[src/rtl/mmix_mem_bridge.sv]
// Bridges the MMIX mem_* request port onto a 16-bit Avalon-MM master, one beat per halfword.
// Optional per-beat watchdog enabled by defining MMIX_MEM_TIMEOUT_EN.
module mmix_mem_bridge #(
  parameter int unsigned ADDR_W         = 24,
  parameter int unsigned TIMEOUT_CYCLES = 1023
) (
  input  logic              clk,
  input  logic              reset_n,
  input  logic [63:0]       mem_address,
  input  logic [1:0]        mem_datasize,
  input  logic              mem_read,
  input  logic              mem_write,
  input  logic [63:0]       mem_writedata,
  output logic [63:0]       mem_readdata,
  output logic              mem_done,
  output logic              mem_err,
  output logic [ADDR_W-1:0] avm_address,
  output logic              avm_read,
  output logic              avm_write,
  output logic [15:0]       avm_writedata,
  output logic [1:0]        avm_byteenable,
  input  logic [15:0]       avm_readdata,
  input  logic              avm_readdatavalid,
  input  logic              avm_waitrequest
);

  typedef enum logic [1:0] {S_IDLE, S_ISSUE, S_WAIT_RD, S_DONE} state_t;

  state_t              r_state, w_state_nxt;
  logic                r_is_write, w_is_write_nxt;
  logic                r_is_byte, w_is_byte_nxt;
  logic                r_byte_odd, w_byte_odd_nxt;
  logic [1:0]          r_beats_left, w_beats_left_nxt;
  logic [63:0]         r_wsh, w_wsh_nxt;
  logic [63:0]         r_acc, w_acc_nxt;
  logic [ADDR_W-1:0]   r_avm_address, w_addr_nxt;
  logic                r_avm_read, w_rd_nxt;
  logic                r_avm_write, w_wr_nxt;
  logic [15:0]         r_avm_writedata, w_wdata_nxt;
  logic [1:0]          r_avm_byteenable, w_be_nxt;
  logic [63:0]         r_mem_readdata, w_rdata_nxt;
  logic                r_mem_done, w_done_nxt;
  logic                r_mem_err, w_err_nxt;
  logic                w_beat_adv;

  logic [ADDR_W-1:0]   w_addr_in, w_aligned;
  logic [63:0]         w_wlj;
  logic [1:0]          w_nbeats_m1;
  logic [7:0]          w_lane;

`ifdef MMIX_MEM_TIMEOUT_EN
  localparam int unsigned TMO_W = $clog2(TIMEOUT_CYCLES + 1);
  logic [TMO_W-1:0]    r_tmo_cnt, w_tmo_nxt;
  logic                w_unused;
  assign w_unused = ^mem_address[63:ADDR_W];
`else
  logic                w_unused;
  assign w_unused = ^{mem_address[63:ADDR_W], 32'(TIMEOUT_CYCLES), w_beat_adv};
`endif

  assign w_addr_in = mem_address[ADDR_W-1:0];
  assign w_lane    = r_byte_odd ? avm_readdata[7:0] : avm_readdata[15:8];

  // Request decode: size-aligned address, write data left-justified so beats shift out MSB first
  always_comb begin
    w_aligned   = w_addr_in;
    w_wlj       = mem_writedata;
    w_nbeats_m1 = 2'd0;
    case (mem_datasize)
      2'd0: begin
        w_wlj = {mem_writedata[7:0], mem_writedata[7:0], 48'd0};
      end
      2'd1: begin
        w_aligned = {w_addr_in[ADDR_W-1:1], 1'b0};
        w_wlj     = {mem_writedata[15:0], 48'd0};
      end
      2'd2: begin
        w_aligned   = {w_addr_in[ADDR_W-1:2], 2'b00};
        w_wlj       = {mem_writedata[31:0], 32'd0};
        w_nbeats_m1 = 2'd1;
      end
      default: begin
        w_aligned   = {w_addr_in[ADDR_W-1:3], 3'b000};
        w_nbeats_m1 = 2'd3;
      end
    endcase
  end

  always_comb begin
    w_state_nxt      = r_state;
    w_is_write_nxt   = r_is_write;
    w_is_byte_nxt    = r_is_byte;
    w_byte_odd_nxt   = r_byte_odd;
    w_beats_left_nxt = r_beats_left;
    w_wsh_nxt        = r_wsh;
    w_acc_nxt        = r_acc;
    w_addr_nxt       = r_avm_address;
    w_rd_nxt         = 1'b0;
    w_wr_nxt         = 1'b0;
    w_wdata_nxt      = r_avm_writedata;
    w_be_nxt         = r_avm_byteenable;
    w_rdata_nxt      = r_mem_readdata;
    w_done_nxt       = 1'b0;
    w_err_nxt        = r_mem_err;
    w_beat_adv       = 1'b0;
    case (r_state)
      S_IDLE: begin
        if (mem_write || mem_read) begin
          w_state_nxt      = S_ISSUE;
          w_is_write_nxt   = mem_write;
          w_is_byte_nxt    = (mem_datasize == 2'd0);
          w_byte_odd_nxt   = w_addr_in[0];
          w_beats_left_nxt = w_nbeats_m1;
          w_addr_nxt       = {w_aligned[ADDR_W-1:1], 1'b0};
          w_rd_nxt         = !mem_write;
          w_wr_nxt         = mem_write;
          w_wdata_nxt      = w_wlj[63:48];
          w_wsh_nxt        = {w_wlj[47:0], 16'd0};
          w_be_nxt         = (mem_datasize != 2'd0) ? 2'b11 : (w_addr_in[0] ? 2'b01 : 2'b10);
          w_acc_nxt        = '0;
        end
      end
      S_ISSUE: begin
        if (avm_waitrequest) begin
          w_rd_nxt = r_avm_read;
          w_wr_nxt = r_avm_write;
        end else if (r_is_write) begin
          if (r_beats_left == 2'd0) begin
            w_state_nxt = S_DONE;
            w_done_nxt  = 1'b1;
            w_rdata_nxt = '0;
          end else begin
            w_beat_adv       = 1'b1;
            w_wr_nxt         = 1'b1;
            w_addr_nxt       = r_avm_address + ADDR_W'(2);
            w_wdata_nxt      = r_wsh[63:48];
            w_wsh_nxt        = {r_wsh[47:0], 16'd0};
            w_beats_left_nxt = r_beats_left - 2'd1;
          end
        end else begin
          w_state_nxt = S_WAIT_RD;
        end
      end
      S_WAIT_RD: begin
        if (avm_readdatavalid) begin
          w_acc_nxt = r_is_byte ? {56'd0, w_lane} : {r_acc[47:0], avm_readdata};
          if (r_beats_left == 2'd0) begin
            w_state_nxt = S_DONE;
            w_done_nxt  = 1'b1;
            w_rdata_nxt = w_acc_nxt;
          end else begin
            w_state_nxt      = S_ISSUE;
            w_rd_nxt         = 1'b1;
            w_addr_nxt       = r_avm_address + ADDR_W'(2);
            w_beats_left_nxt = r_beats_left - 2'd1;
          end
        end
      end
      S_DONE:  w_state_nxt = S_IDLE;
      default: w_state_nxt = S_IDLE;
    endcase
`ifdef MMIX_MEM_TIMEOUT_EN
    // Watchdog abort overrides whatever the beat was doing
    if ((r_state == S_ISSUE || r_state == S_WAIT_RD) &&
        r_tmo_cnt == TMO_W'(TIMEOUT_CYCLES - 1)) begin
      w_state_nxt = S_DONE;
      w_rd_nxt    = 1'b0;
      w_wr_nxt    = 1'b0;
      w_done_nxt  = 1'b1;
      w_rdata_nxt = '1;
      w_err_nxt   = 1'b1;
      w_beat_adv  = 1'b0;
    end
    if ((r_state == S_ISSUE || r_state == S_WAIT_RD) && w_state_nxt == r_state && !w_beat_adv)
      w_tmo_nxt = r_tmo_cnt + TMO_W'(1);
    else
      w_tmo_nxt = '0;
`endif
  end

  always_ff @(posedge clk or negedge reset_n) begin
    if (!reset_n) begin
      r_state          <= S_IDLE;
      r_is_write       <= 1'b0;
      r_is_byte        <= 1'b0;
      r_byte_odd       <= 1'b0;
      r_beats_left     <= 2'd0;
      r_wsh            <= '0;
      r_acc            <= '0;
      r_avm_address    <= '0;
      r_avm_read       <= 1'b0;
      r_avm_write      <= 1'b0;
      r_avm_writedata  <= '0;
      r_avm_byteenable <= 2'b00;
      r_mem_readdata   <= '0;
      r_mem_done       <= 1'b0;
      r_mem_err        <= 1'b0;
`ifdef MMIX_MEM_TIMEOUT_EN
      r_tmo_cnt        <= '0;
`endif
    end else begin
      r_state          <= w_state_nxt;
      r_is_write       <= w_is_write_nxt;
      r_is_byte        <= w_is_byte_nxt;
      r_byte_odd       <= w_byte_odd_nxt;
      r_beats_left     <= w_beats_left_nxt;
      r_wsh            <= w_wsh_nxt;
      r_acc            <= w_acc_nxt;
      r_avm_address    <= w_addr_nxt;
      r_avm_read       <= w_rd_nxt;
      r_avm_write      <= w_wr_nxt;
      r_avm_writedata  <= w_wdata_nxt;
      r_avm_byteenable <= w_be_nxt;
      r_mem_readdata   <= w_rdata_nxt;
      r_mem_done       <= w_done_nxt;
      r_mem_err        <= w_err_nxt;
`ifdef MMIX_MEM_TIMEOUT_EN
      r_tmo_cnt        <= w_tmo_nxt;
`endif
    end
  end

  assign avm_address    = r_avm_address;
  assign avm_read       = r_avm_read;
  assign avm_write      = r_avm_write;
  assign avm_writedata  = r_avm_writedata;
  assign avm_byteenable = r_avm_byteenable;
  assign mem_readdata   = r_mem_readdata;
  assign mem_done       = r_mem_done;
  assign mem_err        = r_mem_err;

endmodule
[config.mk]
export PLATFORM = sky130hd
export DESIGN_NAME = mmix_mem_bridge
export DESIGN_NICKNAME = d
export VERILOG_FILES = /design/src/rtl/mmix_mem_bridge.sv
export SDC_FILE = /design/constraint.sdc
export NUM_CORES = 1
export LEC_CHECK = 0
export CAP_MARGIN = 20
export CORE_MARGIN = 2
export CORE_UTILIZATION = 48
export CTS_CLUSTER_SIZE = 10
export DETAILED_ROUTE_END_ITERATION = 7
export GPL_TIMING_DRIVEN = 0
export PLACE_DENSITY = 0.79
export SETUP_SLACK_MARGIN = 0.1
export SLEW_MARGIN = 25
export SYNTH_ARGS = -nofsm -noshare
export SYNTH_HDL_FRONTEND = slang
export SYNTH_SLANG_ARGS = --single-unit
[constraint.sdc]
create_clock -name clk -period 2.6 [get_ports clk]
set_input_delay 0.52 -clock clk [delete_from_list [all_inputs] [get_ports clk]]
set_output_delay 0.52 -clock clk [all_outputs]
set_load 0.03 [all_outputs]
Yosys cells after proc, flatten, opt, wreduce, memory -nomap -nowiden. Index checks and enable logic that the tools add are counted.

Add/subtract/negate cells: 2. Eq/ne operators: 13. Multiplexer cells: 59. Reductions and logical operators: 17.

Operators by type and width (count): $mux W64 (10); $pmux W64 S2 (2); $pmux W64 S3 (1); $mux W24 (5); $mux W48 (2); $pmux W48 S2 (1); $pmux W24 S3 (1); $mux W16 (4); $pmux W16 S2 (1); $mux W2 (13); $add A24 B2 Y24 const B (1); $ne A2 B2 Y1 const B (7); $mux W1 (11); $reduce_and A5 Y1 (2); $pmux W3 S3 (1); $mux W8 (1); $pmux W2 S4 (1); $reduce_bool A2 Y1 (4); $eq A2 B2 Y1 const B (3); $logic_not A2 Y1 (3); $pmux W2 S3 (1); $reduce_and A6 Y1 (1); $eq A2 B1 Y1 const B (2); $pmux W1 S2 (2); other kinds (11) (11).

Register bits: 228. Bits of input ports: 152.

Depth between registers and ports, before layout. Gate-level depths: netlist (run 1).

Depth in word-level cells: 5. Depth in mapped cells: 10. Mapped depth without buffers: 7.

Least setup slack after synthesis (run 1). No wires, ideal clock.

Path type: register to register. From: reg r_state[0]. To: reg r_avm_address[21], in the netlist avm_address[21]. Setup time: 0.125 ns. Arrival: 1.950 ns. Setup slack: 0.526 ns. Stages on the path, launching flop included: 11. Buffers on the path: 3. Period minus slack after synthesis: 2.074 ns. Cell sequence: dfrtp_1 -> inv_1 -> ha_1 -> buf_2 -> a21o_1 -> a2111oi_2 -> buf_4 -> buf_6 -> nand3_1 -> o31ai_1 -> nor2_1.

Word-level cells in the longest chain between the ends: 3. Elaborated cells between the ends (all ways): 10. Those cells by class: eq/ne (6); mux (1); reduce/logical (3).

Ends and longest elaborated chain: start, declared (RTL line 29) `state_t r_state, w_state_nxt;`; start signal, assigned (RTL line 202) `r_state <= w_state_nxt;`; $eq A2 B1 Y1 (tied with other cells) (RTL line 106) `case (r_state)`; $ne A2 B2 Y1 (no line) / $reduce_bool A3 Y1 (equally long branches); $reduce_and A5 Y1 (no line); end signal, assigned (RTL line 209) `r_avm_address <= w_addr_nxt;`; end, declared (RTL line 36) `logic [ADDR_W-1:0] r_avm_address, w_addr_nxt;`.

Several ways; a longest one is shown, not always the timed one. A chain may end at the register's enable or synchronous reset.

Final worst setup path (run 1).
From: reg r_state[0]. To: reg r_wsh[28].

Word-level cells in the longest chain between the ends: 3. Elaborated cells between the ends (all ways): 9. Those cells by class: eq/ne (5); mux (1); reduce/logical (3).

Ends and longest elaborated chain: $eq A2 B1 Y1 / $logic_not A2 Y1 (equally long branches) (RTL line 106); $ne A2 B2 Y1 (no line) / $reduce_bool A2 Y1 (equally long branches); $reduce_and A5 Y1 (no line); end signal, assigned (RTL line 207) `r_wsh <= w_wsh_nxt;`; end, declared (RTL line 34) `logic [63:0] r_wsh, w_wsh_nxt;`.

Several ways; a longest one is shown, not always the timed one.

==> impl_metrics.tcl, run 1 <==
set metrics [dict create \
    crit_chain "inv_1 > ha_1 > o21ai_1 > a22o_1 > buf_2 > clkbuf_1 > nand2_1 > nand2_1" \
    setup_viol 0 \
    globalRoute.busiestLayer "met2" \
    synth_seq_cells 211 \
    setup_repair_after_global_routing_missed_its_margin "true" \
    wire_length_of_the_first_global_routing_pass_um 46900 \
    clock_latency_ns 0.52 \
    clock.fmax_ghz 0.425 \
    post_synth_inst_count 1027 \
    globalRouteOverflowTotal 0 \
    pwr_density_cell_nw_per_um2 1350 \
    synth-async-reset-ratio_pct 100 \
    status "finished, final reports clean" \
    cp.depth 8 \
    vias_per_cell 5.73 \
    syn-cell-area_um2 9720 \
    area.growth.synth_to_final_pct 34.5 \
    netlist_top_cells_count "sky130_fd_sc_hd__nand2_1 (244), sky130_fd_sc_hd__dfrtp_1 (211), sky130_fd_sc_hd__o21ai_0 (144)" \
    gr-usage-all-layers_pct 27.6 \
    io-pin-count 262 \
    worstPathMaxFanout 10 \
    layout_cell_share_with_drive_strength_beyond_1_pct 9.51 \
    nets 1437 \
    yosys.area.top_type_share_pct 54.3 \
    critical_path.most_common_cell "sky130_fd_sc_hd__nand2_1" \
    syn-mean-instance-area_um2 9.46 \
    number_of_buffer_and_inverter_instances_along_the_worst_setup_path 3 \
    setup.worst_path.start_class "flip-flop" \
    drt-wirelength-per-cell_um 19.0 \
    placement_rows 52 \
    ys_top_cells_by_area "sky130_fd_sc_hd__dfrtp_1 (54%), sky130_fd_sc_hd__nand2_1 (9.4%), sky130_fd_sc_hd__o21ai_0 (7.4%)" \
    r2r_start "r_state[0]" \
    yosysSeqAreaShare_pct 54.3 \
    timing.critical_path.required_ns 3.05 \
    clockRootBuffer "sky130_fd_sc_hd__clkbuf_16" \
    gr-usage-met1_pct 36.8 \
    overall_power_consumption_mw 17.7 \
    min_path_cells 2 \
    first_pass_iters 5 \
    floorplan.core_area_um2 20000 \
    worst_setup_path_end_kind "flip-flop" \
    flop_to_flop_setup_slack_ns 0.25 \
    dominant_combinational_cell_family_by_area_after_synthesis "simple AND/OR/NAND/NOR gates" \
    htreeDepth 1 \
    crit_slowest_cell "sky130_fd_sc_hd__clkbuf_1" \
    synthAdderAreaFrac_pct 0.772 \
    fp.dieArea_um2 21400 \
    synth_edf_count 0 \
    timing.critical_path.max_delay_family "buffers and inverters" \
    initial_utilization_pct 48.5 \
    cts_tree "built" \
    post_synth_and_or_nand_nor_area_fraction_pct 17.7 \
    synthFlopType "sky130_fd_sc_hd__dfrtp_1" \
    num_vias 8903 \
    r2r-end "r_wsh[28]" \
    gp_congestion 0.905 \
    remaining_drc_errors 0 \
    grt_max_degree 59 \
    hp-class "reg2reg" \
    layout.filler_cells 1655 \
    clock_skew_ns 0.0130 \
    cell_with_the_most_instances_after_synthesis "sky130_fd_sc_hd__nand2_1" \
    detailed_place_hpwl_um 21600 \
    timing.critical_path.arrival_ns 2.80 \
    antenna_cells_inserted 0 \
    route.antenna.remaining_nets 0 \
    muxShareOfSynthArea_pct 6.82 \
    die_y_um 146 \
    synth.distinct_cells 53 \
    finalWirelength_um 29500 \
    yosys_top_cell_by_area "sky130_fd_sc_hd__dfrtp_1" \
    clock_sinks 211 \
    numCtsBuffers 25 \
    timing_worst_setup_path_type "reg2reg" \
    cts.reportedPaths.clkPinSlew_ns 0.06 \
    cpPeakStageDelay_ns 0.46 \
    synth_xor_area_share_pct 0 \
    leakage_nw 5.56 \
    max-cap-violations 0 \
    die-width_um 146 \
    min_period_over_period_pct 90.4 \
    worst_vdd_drop_uv 878 \
    synth_area_in_compound_gates_pct 16.2 \
    slew_headroom_pct 55.1 \
    grt_antenna_before_repair 0 \
    hold_path_startpoint "r_wsh[27]" \
    final-max-slew-violation-count 0 \
    global_route.usage.met3_pct 5.31 \
    first_global_vias 8799 \
    numPortBuffers 218 \
    number_of_warnings_reported_in_the_yosys_synthesis_log 0 \
    hold_path_end "r_wsh[27]" \
    grt_use_met2_pct 45.6 \
    tightest_slew_ns 0.674 \
    worstRegToRegCells 8 \
    cts-root-to-sink-buffers 3 \
    final_hold_viol_count 0 \
    drt-initial-drc-count 715 \
    layout_min_cycle_time_ns 2.35 \
    whs_ns 0.469 \
]
layout by cell type (no fill, tap or decap), drive strengths merged, types with 2 or more instances in the layout:
| cell | synthesis | routed |
|---|---|---|
| a211oi | 10 | 10 |
| a21o | 3 | 3 |
| a21oi | 30 | 30 |
| a221oi | 32 | 32 |
| a311oi | 2 | 2 |
| a31oi | 5 | 5 |
| and2 | 2 | 2 |
| and3 | 8 | 8 |
| and4 | 2 | 2 |
| buf | 45 | 50 |
| clkbuf | 36 | 66 |
| clkdlybuf4s50 | 0 | 217 |
| conb | 1 | 2 |
| dfrtp | 211 | 211 |
| ha | 6 | 6 |
| inv | 7 | 8 |
| mux2 | 26 | 26 |
| mux2i | 19 | 19 |
| mux4 | 8 | 8 |
| nand2 | 244 | 244 |
| nand2b | 4 | 4 |
| nand3 | 29 | 29 |
| nand4 | 9 | 9 |
| nor2 | 90 | 90 |
| nor2b | 4 | 4 |
| nor3 | 4 | 4 |
| nor4 | 6 | 6 |
| o21ai | 147 | 147 |
| o221ai | 2 | 2 |
| o22ai | 19 | 19 |
cell type report:
type / count / area [um2] / area share [%]
sequential: 211 / 5280 / 40.4
multi-input combinational: 729 / 4060 / 31.1
timing repair buffer: 224 / 2290 / 17.6
clock buffer: 29 / 651 / 4.98
buffer: 81 / 380 / 2.91
tap: 270 / 338 / 2.59
clock inverter: 2 / 38.8 / 0.297
inverter: 7 / 26.3 / 0.201
routing by layer:
metal | vias up | part of all wire (%)
met3 | 79 | 8.4
met4 | 0 | 3.4
met5 | - | 0
met2 | 460 | 48
li1 | 4076 | -
met1 | 4288 | 41
how the worst max path moves through the flow:
stage                         start              end
global placement            reset_n        r_wsh[29]
detailed placement  mem_datasize[1]        r_wsh[57]
CTS                      r_state[0]  avm_address[11]
finish                   r_state[0]        r_wsh[28]
global route             r_state[0]  avm_address[13]
floorplan                r_state[0]  avm_address[21]
cell families (layout without fill, tap and decap cells):
logic type | after synthesis | after routing
mux | 53 | 53
simple gates | 405 | 405
fa+ha+maj | 6 | 6
compound gates | 263 | 263
buf+inv | 88 | 343
other cells | 1 | 2
flops | 211 | 211
worst reg2reg max path, cell delays in order (launching register included):
cell                       delay (ns)
sky130_fd_sc_hd__dfrtp_1         0.45
sky130_fd_sc_hd__inv_1           0.10
sky130_fd_sc_hd__ha_1            0.30
sky130_fd_sc_hd__o21ai_1         0.37
sky130_fd_sc_hd__a22o_1          0.21
sky130_fd_sc_hd__buf_2           0.18
sky130_fd_sc_hd__clkbuf_1        0.46
sky130_fd_sc_hd__nand2_1         0.12
sky130_fd_sc_hd__nand2_1         0.09
registers in the layout (all words and copies together) (netlist names), 2 cells and up:
name            count
avm_address        23
mem_readdata       64
r_beats_left        2
avm_byteenable      2
r_wsh              48
r_state             2
r_acc              48
avm_writedata      16
where the power goes:
part           internal [mW]  total (mW)  leakage, nW  switching [mW]
registers               4.62        5.60         2.75           0.983
logic                   3.29        8.97         2.46            5.69
clock network           1.84        3.10        0.337            1.26
through the flow:
step | util (%) | area, um2 | setup slack (ns) | setup TNS [ns] | instances
final | 65.2 | 13100 | 0.249 | 0 | 1553
after global routing | 65.2 | 13100 | 0.0616 | 0 | 1553
after CTS | 65.0 | 13000 | 0.138 | 0 | 1551
after detailed placement | 61.5 | 12300 | -0.178 | -3.40 | 1519
after global placement | 61.1 | 12200 | -7.85 | -1653.41 | 1516
after floorplan | - | 9720 | 0.526 | 0 | 1028
repair_timing:
item | CTS | global route
hold buffers | 1 | 0
buffers inserted | 0 | 2
endpoints found under the hold margin | 46 | 0
gates resized for setup | 0 | 10
endpoints found under the setup margin | 0 | 98
Note: power is estimated with default switching activity, not from simulation.
==> run 2, diff against run 1 <==
CORE_UTILIZATION = 44   (was 48)
PLACE_DENSITY = 0.76   (was 0.79)
TNS_END_PERCENT = 100   (was unset)
clock period = 2.05 ns   (was 2.6 ns; I/O delays follow)
==> impl_metrics.tcl, run 2 (synthesis results as in run 1) <==
set metrics [dict create \
    gr-usage-all-layers_pct 26.4 \
    worst_case_setup_margin_in_the_final_layout_ns -0.164 \
    layoutNonFillerInstCount 1598 \
    timing.critical_path.max_delay_family "simple AND/OR/NAND/NOR gates" \
    worst_setup_path_end_kind "flip-flop" \
    violations "negative setup slack" \
    timing.critical_path.required_ns 2.49 \
    flop_to_flop_setup_slack_ns -0.16 \
    min_period_over_period_pct 108 \
    status "finished, violations left" \
    grt_max_degree 95 \
    worstRegToRegCells 6 \
    floorplan.core_area_um2 21800 \
    first_pass_iters 5 \
    fp.dieArea_um2 23300 \
    pwr_density_cell_nw_per_um2 1830 \
    cts.reportedPaths.clkPinSlew_ns 0.06 \
    antenna_cells_inserted 0 \
    clock_sinks 211 \
    tightest_slew_ns 0.731 \
    remaining_drc_errors 0 \
    area.growth.synth_to_final_pct 48.7 \
    io-pin-count 262 \
    route.antenna.remaining_nets 0 \
    worstPathMaxFanout 6 \
    layout_min_cycle_time_ns 2.21 \
    timing.critical_path.arrival_ns 2.65 \
    detailed_place_hpwl_um 21500 \
    max-cap-violations 0 \
    setup.worst_path.start_class "flip-flop" \
    clock_latency_ns 0.52 \
    leakage_nw 6.69 \
    die_y_um 153 \
    crit_chain "ha_1 > nand3_2 > or4_1 > o21ai_1 > o31ai_1 > nor2_1" \
    critical_path.startpoint "avm_address[2]" \
    die-width_um 153 \
    cts_tree "built" \
    clock.fmax_ghz 0.452 \
    whs_ns 0.402 \
    cpPeakStageDelay_ns 0.61 \
    setup_repair_after_global_routing_missed_its_margin "true" \
    slew_headroom_pct 51.3 \
    placedCellCount 1528 \
    nets 1472 \
    overall_power_consumption_mw 26.4 \
    worst_vdd_drop_uv 1050 \
    numPortBuffers 218 \
    hp-class "in2async" \
    initial_utilization_pct 44.7 \
    timing_worst_setup_path_type "reg2reg" \
    drt-wirelength-per-cell_um 20.9 \
    layout_cell_share_with_drive_strength_beyond_1_pct 23.4 \
    final_hold_viol_count 0 \
    num_vias 9330 \
    finalWirelength_um 33500 \
    wire_length_of_the_first_global_routing_pass_um 49500 \
    cp.depth 6 \
    r2r_start "avm_address[2]" \
    cts-root-to-sink-buffers 3 \
    first_global_vias 9056 \
    setup_viol 6 \
    numCtsBuffers 25 \
    gp_congestion 0.893 \
    final-max-slew-violation-count 0 \
    final_core_utilization_pct 66.4 \
    clock_skew_ns 0.00985 \
    top_library_cells_by_usage_in_the_layout_fill_and_taps_aside "sky130_fd_sc_hd__nand2_1 (215), sky130_fd_sc_hd__dfrtp_1 (210), sky130_fd_sc_hd__clkdlybuf4s50_1 (109)" \
    crit_slowest_cell "sky130_fd_sc_hd__or4_1" \
    grt_antenna_before_repair 0 \
    drt-initial-drc-count 853 \
    commonest_non_fill_non_tap_cell_in_the_layout "sky130_fd_sc_hd__nand2_1" \
    clockRootBuffer "sky130_fd_sc_hd__clkbuf_16" \
    globalRouteOverflowTotal 0 \
    flip_flop_count_of_the_largest_register_all_copies_and_words_added 64 \
    vias_per_cell 5.84 \
    htreeDepth 1 \
    number_of_buffer_and_inverter_instances_along_the_worst_setup_path 0 \
    placement_rows 54 \
]
-- run 2: power breakdown --
group | switching, mW | total [mW] | internal (mW)
clock network | 1.63 | 3.86 | 2.24
logic | 8.94 | 15.3 | 6.35
registers | 1.42 | 7.28 | 5.86
total | 12.0 | 26.4 | 14.4
-- run 2: layout make-up --
class	instances	area [um2]
clock inverter	2	13.8
inverter	7	26.3
fill	1637	7310
tap	280	350
sequential	211	5280
timing repair buffer	262	2710
buffer	78	603
multi-input combinational	729	4800
clock buffer	29	661
-- run 2: repair_timing --
item	4_1_cts	5_1_grt
setup buffers	15	14
resized for setup	242	225
pin swaps	20	39
endpoints found under the hold margin	52	0
endpoints found under the setup margin	299	171
gates cloned	7	5
hold buffers	1	0
-- run 2: metal layers --
metal  vias up  part of all wire, %  global-route usage (%)
li1       4170                    -                       -
met1      4539                   39                    34.6
met2       515                   49                    45.2
met3       106                  8.0                    4.21
met4         0                  3.8                    7.94
met5         -                    0                   0.414
-- run 2: final timing paths --
kind	end
max	avm_address[21]
min	mem_readdata[60]
max reg2reg	avm_address[21]
min reg2reg	r_wsh[30]
max in group asynchronous	mem_readdata[5]
min in group clk	r_wsh[48]
-- run 2: through the flow --
step,setup WS [ns],cell area [um2],TNS [ns]
6_report,-0.164,14400,-0.282
5_1_grt,-0.273,14400,-2.15
4_1_cts,-0.114,13600,-1.23
3_5_place_dp,-0.620,12300,-61.51
3_3_place_gp,-8.30,12300,-1802.89
2_1_floorplan,-0.0214,9740,-0.0214
